File: src/rtl/lenet_pkg.sv
// Shared LeNet constants, sample type and pool1 FSM encoding; no logic, no latency.
// Stages using it stream at fixed rate with no backpressure.
package lenet_pkg;

    localparam int DW      = 16;
    localparam int IN_W    = 28;
    localparam int OUT_W   = 14;
    localparam int C2_W    = 10;
    localparam int N_MAPS  = 6;
    localparam int RD_LAT  = 2;
    localparam int RAW     = 10;
    localparam int WAW     = 8;
    localparam int IN_PIX  = IN_W * IN_W;
    localparam int OUT_PIX = OUT_W * OUT_W;

    typedef logic signed [DW-1:0] sample_t;

    typedef enum logic [1:0] {
        P1_IDLE  = 2'd0,
        P1_ISSUE = 2'd1,
        P1_DRAIN = 2'd2,
        P1_DONE  = 2'd3
    } pool1_state_t;

    typedef struct packed {
        logic       vld;
        logic [1:0] beat;
    } rd_tag_t;

    function automatic sample_t smax(input sample_t cur, input sample_t cand);
        return (cand > cur) ? cand : cur;
    endfunction

endpackage

File: src/rtl/pool1_maxpool_if.sv
// Frame control, shared f2 read port and f3 write port of the pool1 stage.
// Pure wiring: zero latency, no backpressure (fixed-rate RAM ports).
interface pool1_maxpool_if;
    import lenet_pkg::*;

    logic           start;
    logic [RAW-1:0] f2_raddr;
    sample_t        f2_1_rdata;
    sample_t        f2_2_rdata;
    sample_t        f2_3_rdata;
    sample_t        f2_4_rdata;
    sample_t        f2_5_rdata;
    sample_t        f2_6_rdata;
    logic           f3_wr_en;
    logic [WAW-1:0] f3_waddr;
    sample_t        f3_1_wdata;
    sample_t        f3_2_wdata;
    sample_t        f3_3_wdata;
    sample_t        f3_4_wdata;
    sample_t        f3_5_wdata;
    sample_t        f3_6_wdata;
    logic           busy;
    logic           done;

    modport master (
        input  start,
        input  f2_1_rdata, f2_2_rdata, f2_3_rdata, f2_4_rdata, f2_5_rdata, f2_6_rdata,
        output f2_raddr,
        output f3_wr_en, f3_waddr,
        output f3_1_wdata, f3_2_wdata, f3_3_wdata, f3_4_wdata, f3_5_wdata, f3_6_wdata,
        output busy, done
    );

    modport slave (
        output start,
        output f2_1_rdata, f2_2_rdata, f2_3_rdata, f2_4_rdata, f2_5_rdata, f2_6_rdata,
        input  f2_raddr,
        input  f3_wr_en, f3_waddr,
        input  f3_1_wdata, f3_2_wdata, f3_3_wdata, f3_4_wdata, f3_5_wdata, f3_6_wdata,
        input  busy, done
    );

endinterface

File: src/rtl/pool1_addr_gen.sv
// Walks 2x2 windows in raster order, one registered f2 address per advance (1-cycle update).
// No backpressure: advance is the only stall; clear restarts at window 0.
module pool1_addr_gen
    import lenet_pkg::*;
(
    input  logic           clk,
    input  logic           rst,
    input  logic           clear,
    input  logic           advance,
    output logic [RAW-1:0] raddr,
    output logic [1:0]     beat,
    output logic           last
);

    logic [3:0]     ocol;
    logic [3:0]     orow;
    logic [RAW-1:0] row_base;

    logic [1:0]     beat_n;
    logic [3:0]     ocol_n;
    logic [3:0]     orow_n;
    logic [RAW-1:0] row_base_n;
    logic [RAW-1:0] raddr_n;

    // row_base tracks 2*orow*IN_W so no multiplier is needed
    always_comb begin
        beat_n     = beat + 2'd1;
        ocol_n     = ocol;
        orow_n     = orow;
        row_base_n = row_base;
        if (beat == 2'd3) begin
            if (ocol == 4'(OUT_W - 1)) begin
                ocol_n     = '0;
                orow_n     = orow + 4'd1;
                row_base_n = row_base + RAW'(2 * IN_W);
            end else begin
                ocol_n = ocol + 4'd1;
            end
        end
        raddr_n = row_base_n
                + (beat_n[1] ? RAW'(IN_W) : '0)
                + RAW'({ocol_n, 1'b0})
                + RAW'(beat_n[0]);
    end

    always_ff @(posedge clk or posedge rst) begin
        if (rst) begin
            beat     <= '0;
            ocol     <= '0;
            orow     <= '0;
            row_base <= '0;
            raddr    <= '0;
        end else if (clear) begin
            beat     <= '0;
            ocol     <= '0;
            orow     <= '0;
            row_base <= '0;
            raddr    <= '0;
        end else if (advance) begin
            beat     <= beat_n;
            ocol     <= ocol_n;
            orow     <= orow_n;
            row_base <= row_base_n;
            raddr    <= raddr_n;
        end
    end

    assign last = (beat == 2'd3) && (ocol == 4'(OUT_W - 1)) && (orow == 4'(OUT_W - 1));

endmodule

File: src/rtl/pool1_maxpool.sv
// 2x2/stride-2 max pool over six 28x28 maps; first f3 write 6 cycles after start, done at +787.
// No backpressure: one f2 read per cycle, one f3 write every 4th cycle.
module pool1_maxpool
    import lenet_pkg::*;
(
    input  logic           clk,
    input  logic           rst,
    pool1_maxpool_if.master bus
);

    pool1_state_t   state;
    logic           busy_q;
    logic           done_q;
    logic           issue;
    logic           start_ok;
    logic           last;
    logic [1:0]     beat;

    rd_tag_t        tag_pipe [RD_LAT];
    rd_tag_t        smp;

    sample_t        rdata   [N_MAPS];
    sample_t        run_max [N_MAPS];
    sample_t        wdata   [N_MAPS];
    logic           wr_en;
    logic [WAW-1:0] waddr;
    logic [WAW-1:0] wcnt;

    assign issue    = (state == P1_ISSUE);
    assign start_ok = (state == P1_IDLE) && bus.start;

    pool1_addr_gen u_addr_gen (
        .clk     (clk),
        .rst     (rst),
        .clear   (start_ok),
        .advance (issue && !last),
        .raddr   (bus.f2_raddr),
        .beat    (beat),
        .last    (last)
    );

    assign rdata[0] = bus.f2_1_rdata;
    assign rdata[1] = bus.f2_2_rdata;
    assign rdata[2] = bus.f2_3_rdata;
    assign rdata[3] = bus.f2_4_rdata;
    assign rdata[4] = bus.f2_5_rdata;
    assign rdata[5] = bus.f2_6_rdata;

    // Beat tag travels with the address so it lines up with returning RAM data
    always_ff @(posedge clk or posedge rst) begin
        if (rst) begin
            for (int i = 0; i < RD_LAT; i++) begin
                tag_pipe[i] <= '0;
            end
        end else begin
            tag_pipe[0] <= '{vld: issue, beat: beat};
            for (int i = 1; i < RD_LAT; i++) begin
                tag_pipe[i] <= tag_pipe[i-1];
            end
        end
    end

    assign smp = tag_pipe[RD_LAT-1];

    always_ff @(posedge clk or posedge rst) begin
        if (rst) begin
            for (int n = 0; n < N_MAPS; n++) begin
                run_max[n] <= '0;
                wdata[n]   <= '0;
            end
            wr_en <= 1'b0;
            waddr <= '0;
            wcnt  <= '0;
        end else begin
            wr_en <= 1'b0;
            if (start_ok) begin
                wcnt <= '0;
            end
            if (smp.vld) begin
                for (int n = 0; n < N_MAPS; n++) begin
                    case (smp.beat)
                        2'd0:    run_max[n] <= rdata[n];
                        2'd3:    wdata[n]   <= smax(run_max[n], rdata[n]);
                        default: run_max[n] <= smax(run_max[n], rdata[n]);
                    endcase
                end
                if (smp.beat == 2'd3) begin
                    wr_en <= 1'b1;
                    waddr <= wcnt;
                    wcnt  <= wcnt + 1'b1;
                end
            end
        end
    end

    always_ff @(posedge clk or posedge rst) begin
        if (rst) begin
            state  <= P1_IDLE;
            busy_q <= 1'b0;
            done_q <= 1'b0;
        end else begin
            case (state)
                P1_IDLE: begin
                    done_q <= 1'b0;
                    if (bus.start) begin
                        state  <= P1_ISSUE;
                        busy_q <= 1'b1;
                    end
                end
                P1_ISSUE: begin
                    if (last) begin
                        state <= P1_DRAIN;
                    end
                end
                P1_DRAIN: begin
                    if (wr_en && (waddr == WAW'(OUT_PIX - 1))) begin
                        state  <= P1_DONE;
                        busy_q <= 1'b0;
                        done_q <= 1'b1;
                    end
                end
                default: begin
                    state  <= P1_IDLE;
                    done_q <= 1'b0;
                end
            endcase
        end
    end

    assign bus.busy       = busy_q;
    assign bus.done       = done_q;
    assign bus.f3_wr_en   = wr_en;
    assign bus.f3_waddr   = waddr;
    assign bus.f3_1_wdata = wdata[0];
    assign bus.f3_2_wdata = wdata[1];
    assign bus.f3_3_wdata = wdata[2];
    assign bus.f3_4_wdata = wdata[3];
    assign bus.f3_5_wdata = wdata[4];
    assign bus.f3_6_wdata = wdata[5];

endmodule
File: src/flat_wrapper.sv
// flat-port wrapper written by rule: the top's interface ports become plain ports
module pool1_maxpool_flat import lenet_pkg::*;
  (clk, rst, bus_start, bus_f2_1_rdata, bus_f2_2_rdata, bus_f2_3_rdata, bus_f2_4_rdata, bus_f2_5_rdata, bus_f2_6_rdata, bus_f2_raddr, bus_f3_wr_en, bus_f3_waddr, bus_f3_1_wdata, bus_f3_2_wdata, bus_f3_3_wdata, bus_f3_4_wdata, bus_f3_5_wdata, bus_f3_6_wdata, bus_busy, bus_done);
  pool1_maxpool_if bus_i ();
  input  logic clk;
  input  logic rst;
  input wire logic [$bits(bus_i.start)-1:0] bus_start;
  input wire logic [$bits(bus_i.f2_1_rdata)-1:0] bus_f2_1_rdata;
  input wire logic [$bits(bus_i.f2_2_rdata)-1:0] bus_f2_2_rdata;
  input wire logic [$bits(bus_i.f2_3_rdata)-1:0] bus_f2_3_rdata;
  input wire logic [$bits(bus_i.f2_4_rdata)-1:0] bus_f2_4_rdata;
  input wire logic [$bits(bus_i.f2_5_rdata)-1:0] bus_f2_5_rdata;
  input wire logic [$bits(bus_i.f2_6_rdata)-1:0] bus_f2_6_rdata;
  output wire logic [$bits(bus_i.f2_raddr)-1:0] bus_f2_raddr;
  output wire logic [$bits(bus_i.f3_wr_en)-1:0] bus_f3_wr_en;
  output wire logic [$bits(bus_i.f3_waddr)-1:0] bus_f3_waddr;
  output wire logic [$bits(bus_i.f3_1_wdata)-1:0] bus_f3_1_wdata;
  output wire logic [$bits(bus_i.f3_2_wdata)-1:0] bus_f3_2_wdata;
  output wire logic [$bits(bus_i.f3_3_wdata)-1:0] bus_f3_3_wdata;
  output wire logic [$bits(bus_i.f3_4_wdata)-1:0] bus_f3_4_wdata;
  output wire logic [$bits(bus_i.f3_5_wdata)-1:0] bus_f3_5_wdata;
  output wire logic [$bits(bus_i.f3_6_wdata)-1:0] bus_f3_6_wdata;
  output wire logic [$bits(bus_i.busy)-1:0] bus_busy;
  output wire logic [$bits(bus_i.done)-1:0] bus_done;
  assign bus_i.start = bus_start;
  assign bus_i.f2_1_rdata = bus_f2_1_rdata;
  assign bus_i.f2_2_rdata = bus_f2_2_rdata;
  assign bus_i.f2_3_rdata = bus_f2_3_rdata;
  assign bus_i.f2_4_rdata = bus_f2_4_rdata;
  assign bus_i.f2_5_rdata = bus_f2_5_rdata;
  assign bus_i.f2_6_rdata = bus_f2_6_rdata;
  assign bus_f2_raddr = bus_i.f2_raddr;
  assign bus_f3_wr_en = bus_i.f3_wr_en;
  assign bus_f3_waddr = bus_i.f3_waddr;
  assign bus_f3_1_wdata = bus_i.f3_1_wdata;
  assign bus_f3_2_wdata = bus_i.f3_2_wdata;
  assign bus_f3_3_wdata = bus_i.f3_3_wdata;
  assign bus_f3_4_wdata = bus_i.f3_4_wdata;
  assign bus_f3_5_wdata = bus_i.f3_5_wdata;
  assign bus_f3_6_wdata = bus_i.f3_6_wdata;
  assign bus_busy = bus_i.busy;
  assign bus_done = bus_i.done;
  pool1_maxpool u_core (.clk(clk), .rst(rst), .bus(bus_i));
endmodule
File: config.mk
export PLATFORM = sky130hd
export DESIGN_NAME = pool1_maxpool_flat
export DESIGN_NICKNAME = d
export VERILOG_FILES = /design/src/rtl/lenet_pkg.sv /design/src/rtl/pool1_maxpool_if.sv /design/src/rtl/pool1_addr_gen.sv /design/src/rtl/pool1_maxpool.sv /design/src/flat_wrapper.sv
export SDC_FILE = /design/constraint.sdc
export NUM_CORES = 1
export LEC_CHECK = 0
export BUFFER_PORTS_ARGS = -buffer_cell sky130_fd_sc_hd__buf_4
export CAP_MARGIN = 20
export CORE_MARGIN = 8
export CORE_UTILIZATION = 47
export CTS_CLUSTER_SIZE = 16
export DETAILED_ROUTE_END_ITERATION = 10
export GPL_TIMING_DRIVEN = 0
export PLACE_DENSITY = 0.68
export RECOVER_POWER = 100
export SYNTH_ARGS = -nofsm -noshare
export SYNTH_HDL_FRONTEND = slang
export SYNTH_SLANG_ARGS = --single-unit
File: constraint.sdc
create_clock -name clk -period 9.65 [get_ports clk]
set_input_delay 1.4475 -clock clk [delete_from_list [all_inputs] [get_ports clk]]
set_output_delay 1.4475 -clock clk [all_outputs]
set_load 0.02 [all_outputs]
==> metrics.md <==
| Metric | Value |
|---|---|
| Status | `complete, but fails checks` |
| Violated checks | `capacitance limit, slew limit` |
| Share of the clock period used by the worst path | `0.4777` |
| Startpoint type of the worst setup path | `input pin` |
| Arrival time reported for the critical path endpoint | `5030 ps` |
| Leakage power total | `0.007783 uW` |
| Number of antenna violations at the first check in global routing | `3` |
| Design internal power | `3165 uW` |
| TritonCTS clock tree | `done` |
| Final core utilization | `0.5646` |
| Commonest cells in the synthesized netlist | `sky130_fd_sc_hd__dfrtp_1, sky130_fd_sc_hd__nand2_1, sky130_fd_sc_hd__ha_1` |
| Sw Ratio | `0.4033` |
| Via count of the first global-routing pass | `11.37k` |
| Critical Path Fanout Max | `10` |
| Total wire length | `35680 um` |
| Share of synthesized registers carrying an async set or reset | `1.000` |
| Largest net degree at the start of global routing | `89` |
| Number of enable-type register cells in the synthesized netlist | `0` |
| Logic gate share of total power | `0.462` |
| Clk buf depth | `3` |
| Number of instances in the synthesized netlist | `1352` |
| Overall power | `5304 uW` |
| Effective utilization at floorplan | `0.4785` |
| Total DRC errors in the routed layout | `0` |
| CTS buffer count | `28` |
| Number of distinct standard cells referenced by the synthesized netlist | `65` |
| Clock edge transition at the registers on the reported setup and hold paths | `60 ps` |
| Maximum resistive drop on vdd | `0.1862 mV` |
| Full die area | `35040 um^2` |
| Worst setup EP type | `flop` |
| Share of synthesized area occupied by flip-flops and latches | `0.4470` |
| Most frequently used cell type in the post-synthesis netlist | `sky130_fd_sc_hd__dfrtp_1` |
| Primary FF master, synth | `sky130_fd_sc_hd__dfrtp_1` |
| Setup clock skew after layout | `7.147 ps` |
| Synthesis warning total | `0` |
| Number of slew-limit violations in the final report | `82` |
| Dominant cell type by area after synthesis | `sky130_fd_sc_hd__dfrtp_1` |
| Mapped Area | `13770 um^2` |
| Placed wire-length estimate | `26200 um` |
| Residual overflow from global routing | `0` |
| H-tree Lvls | `1` |
| Worst Setup Path Type | `input pin to flop` |
| Clock Sinks | `246` |
| Number of flip-flops and latches in the synthesized netlist | `246` |
| Count of nets after finishing | `1813` |
| Clock network fraction of design power | `0.199` |
| Die height | `187.2 um` |
| Core area | `28780 um^2` |
| First-iteration detailed-routing DRC count | `494` |
| Clock Tree Root | `sky130_fd_sc_hd__clkbuf_16` |
| Final critical path time including I/O delays and setup | `4610 ps` |
| Headroom to the max-slew limit | `-1.559` |
| Number of hold buffers added after CTS | `0` |
| Final hold violation count | `0` |
| Worst-skew pair later-pin latency | `540 ps` |
| First-pass GRT wire length | `58880 um` |
| Wire length per cell after detailed routing | `17.81 um` |
| Global Route Usage Sum | `0.2011` |
| Via Count | `10.92k` |
| Post-CTS setup buffer count | `0` |
| Worst-margin pin slew | `3818 ps` |
| Cell row count | `62` |
| Synth-to-Final Area Change | `17.98%` |
| Average size of a mapped cell | `10.19 um^2` |
| Number of optimization iterations in the first detailed-route pass | `5` |
| Achievable clock frequency | `216.9 MHz` |
| Final setup violation count | `0` |
| Final GP Congestion | `0.8286` |
| Count of cells resized by post-cts repair | `0` |
| Vias per Instance | `5.447` |
| Post-synth top area share | `0.4470` |
| Net Switching | `2139 uW` |
| Cell types occupying the most area after synthesis | `sky130_fd_sc_hd__dfrtp_1, sky130_fd_sc_hd__ha_1, sky130_fd_sc_hd__mux2_2` |
| Number of I/O pins | `216` |
| Antenna-violating nets left | `0` |
| Areal power density over the cells | `326.4 nW/um^2` |
| Maxcap violations | `1` |
| Share of total power in sequential cells | `0.339` |
| Type of the worst min-delay path | `flop to flop` |
| Required time worst endpoint | `10070 ps` |
| Layout cells sized above 1 | `0.1637` |
| Horiz. Die Dim | `187.2 um` |
| RSZ-0062 raised after global routing | `no` |
| Port Buf Inserts | `215` |
[critical path, stage by stage]
cell and delay [ps]:
sky130_fd_sc_hd__buf_4 130, sky130_fd_sc_hd__ha_1 320, sky130_fd_sc_hd__a41o_1 250, sky130_fd_sc_hd__a21oi_1 180
sky130_fd_sc_hd__nor3_1 70, sky130_fd_sc_hd__nor4b_1 360, sky130_fd_sc_hd__mux2i_1 390, sky130_fd_sc_hd__o21ai_0 930
sky130_fd_sc_hd__clkbuf_1 550, sky130_fd_sc_hd__mux2_2 400
[per-stage QoR]
step | cell area, um^2 | hold slack [ps] | TNS, ps | cells | setup slack (ps)
3_3_place_gp | 15870 | 333.9 | -407220 | 1952 | -1676
6_report | 16250 | 347.5 | 0 | 2004 | 5040
5_1_grt | 16250 | 352.3 | 0 | 2004 | 4771
4_1_cts | 16850 | 348.7 | 0 | 2003 | 5772
2_1_floorplan | 13780 | 331.2 | 0 | 1353 | 1444
3_5_place_dp | 15930 | 335.5 | 0 | 1954 | 5203
[per-layer routing]
metal	global-route usage	vias to the layer above	part of all wire
li1	-	5281	-
met1	0.2561	5317	0.45
met2	0.3352	256	0.47
met3	0.04884	58	0.062
met4	0.05742	4	0.023
met5	0	-	0.00067
[layout by cell type, fill, tap and decap left out, types with 8 or more instances in the layout]
master / count
sky130_fd_sc_hd__nor3_1: 41
sky130_fd_sc_hd__o31ai_1: 35
sky130_fd_sc_hd__mux2_2: 86
sky130_fd_sc_hd__mux2_1: 9
sky130_fd_sc_hd__inv_1: 109
sky130_fd_sc_hd__dfrtp_1: 246
sky130_fd_sc_hd__nand4_1: 24
sky130_fd_sc_hd__ha_1: 111
sky130_fd_sc_hd__nand2_1: 152
sky130_fd_sc_hd__buf_4: 87
sky130_fd_sc_hd__xor2_1: 10
sky130_fd_sc_hd__clkbuf_16: 29
sky130_fd_sc_hd__o21ai_0: 78
sky130_fd_sc_hd__a21o_1: 16
sky130_fd_sc_hd__nor2_1: 95
sky130_fd_sc_hd__nand3_1: 16
sky130_fd_sc_hd__clkbuf_8: 8
sky130_fd_sc_hd__mux2i_1: 68
sky130_fd_sc_hd__nor2b_1: 9
sky130_fd_sc_hd__clkbuf_1: 189
sky130_fd_sc_hd__xnor2_1: 13
sky130_fd_sc_hd__o221a_2: 32
sky130_fd_sc_hd__a21oi_1: 62
[final timing paths]
| kind | depth (start not counted) | to | slack (ps) | start |
|---|---|---|---|---|
| max | 10 | u_core.run_max[53]$_DFFE_PP0P_ | 5040 | bus_f2_3_rdata[7] |
| min | 0 | u_core.smp[0]$_DFF_PP0_ | 350 | u_core.tag_pipe[3]$_DFF_PP0_ |
| max reg2reg | 10 | u_core.run_max[53]$_DFFE_PP0P_ | 5690 | u_core.run_max[55]$_DFFE_PP0P_ |
| min reg2reg | 0 | u_core.smp[0]$_DFF_PP0_ | 350 | u_core.tag_pipe[3]$_DFF_PP0_ |
| max in group asynchronous | 4 | u_core.run_max[90]$_DFFE_PP0P_ | 5760 | rst |
| min in group asynchronous | 2 | u_core.run_max[22]$_DFFE_PP0P_ | 2030 | rst |
[registers in the layout, indices dropped and copies added, names as in the netlist, 8 cells and up]
register and cells:
u_core.bus.f3_3_wdata 16, u_core.bus.f3_6_wdata 16, u_core.bus.f3_1_wdata 16, u_core.u_addr_gen.raddr 10, u_core.run_max 96, u_core.wcnt 8, u_core.bus.f3_4_wdata 16, u_core.bus.f3_waddr 8
u_core.bus.f3_2_wdata 16, u_core.bus.f3_5_wdata 16
[kinds of logic after synthesis]
group                    after synthesis  share of synthesized area
XOR/XNOR                              23                    0.01463
adder cells (fa/ha/maj)              114                     0.1052
other                                  2                  0.0005453
multiplexers                         165                     0.1326
buffers and inverters                167                    0.04761
flip-flops                           246                     0.4470
AND/OR/NAND/NOR                      372                     0.1207
AO/OA/AOI/OAI                        263                     0.1316
[area by class of cell]
| type | count | area (um^2) |
|---|---|---|
| Fill cell | 2655 | 12530 |
| Multi-Input combinational cell | 940 | 6875 |
| Sequential cell | 246 | 6156 |
| Timing Repair Buffer | 217 | 1192 |
| Clock buffer | 43 | 858.3 |
| Tap cell | 384 | 480.5 |
| Inverter | 110 | 414.1 |
| Buffer | 57 | 214.0 |
| Clock inverter | 6 | 55.05 |
| Antenna cell | 1 | 2.502 |
[power groups by stage]
stage | clock network, uW | logic, uW | registers, uW
2_1_floorplan | 0 | 1670 | 1990
3_3_place_gp | 0 | 2640 | 1800
3_5_place_dp | 0 | 2700 | 1810
4_1_cts | 1080 | 2710 | 1800
5_1_grt | 1130 | 2750 | 1860
6_report | 1050 | 2450 | 1800
No activity file was read; power rests on OpenSTA's default activity.
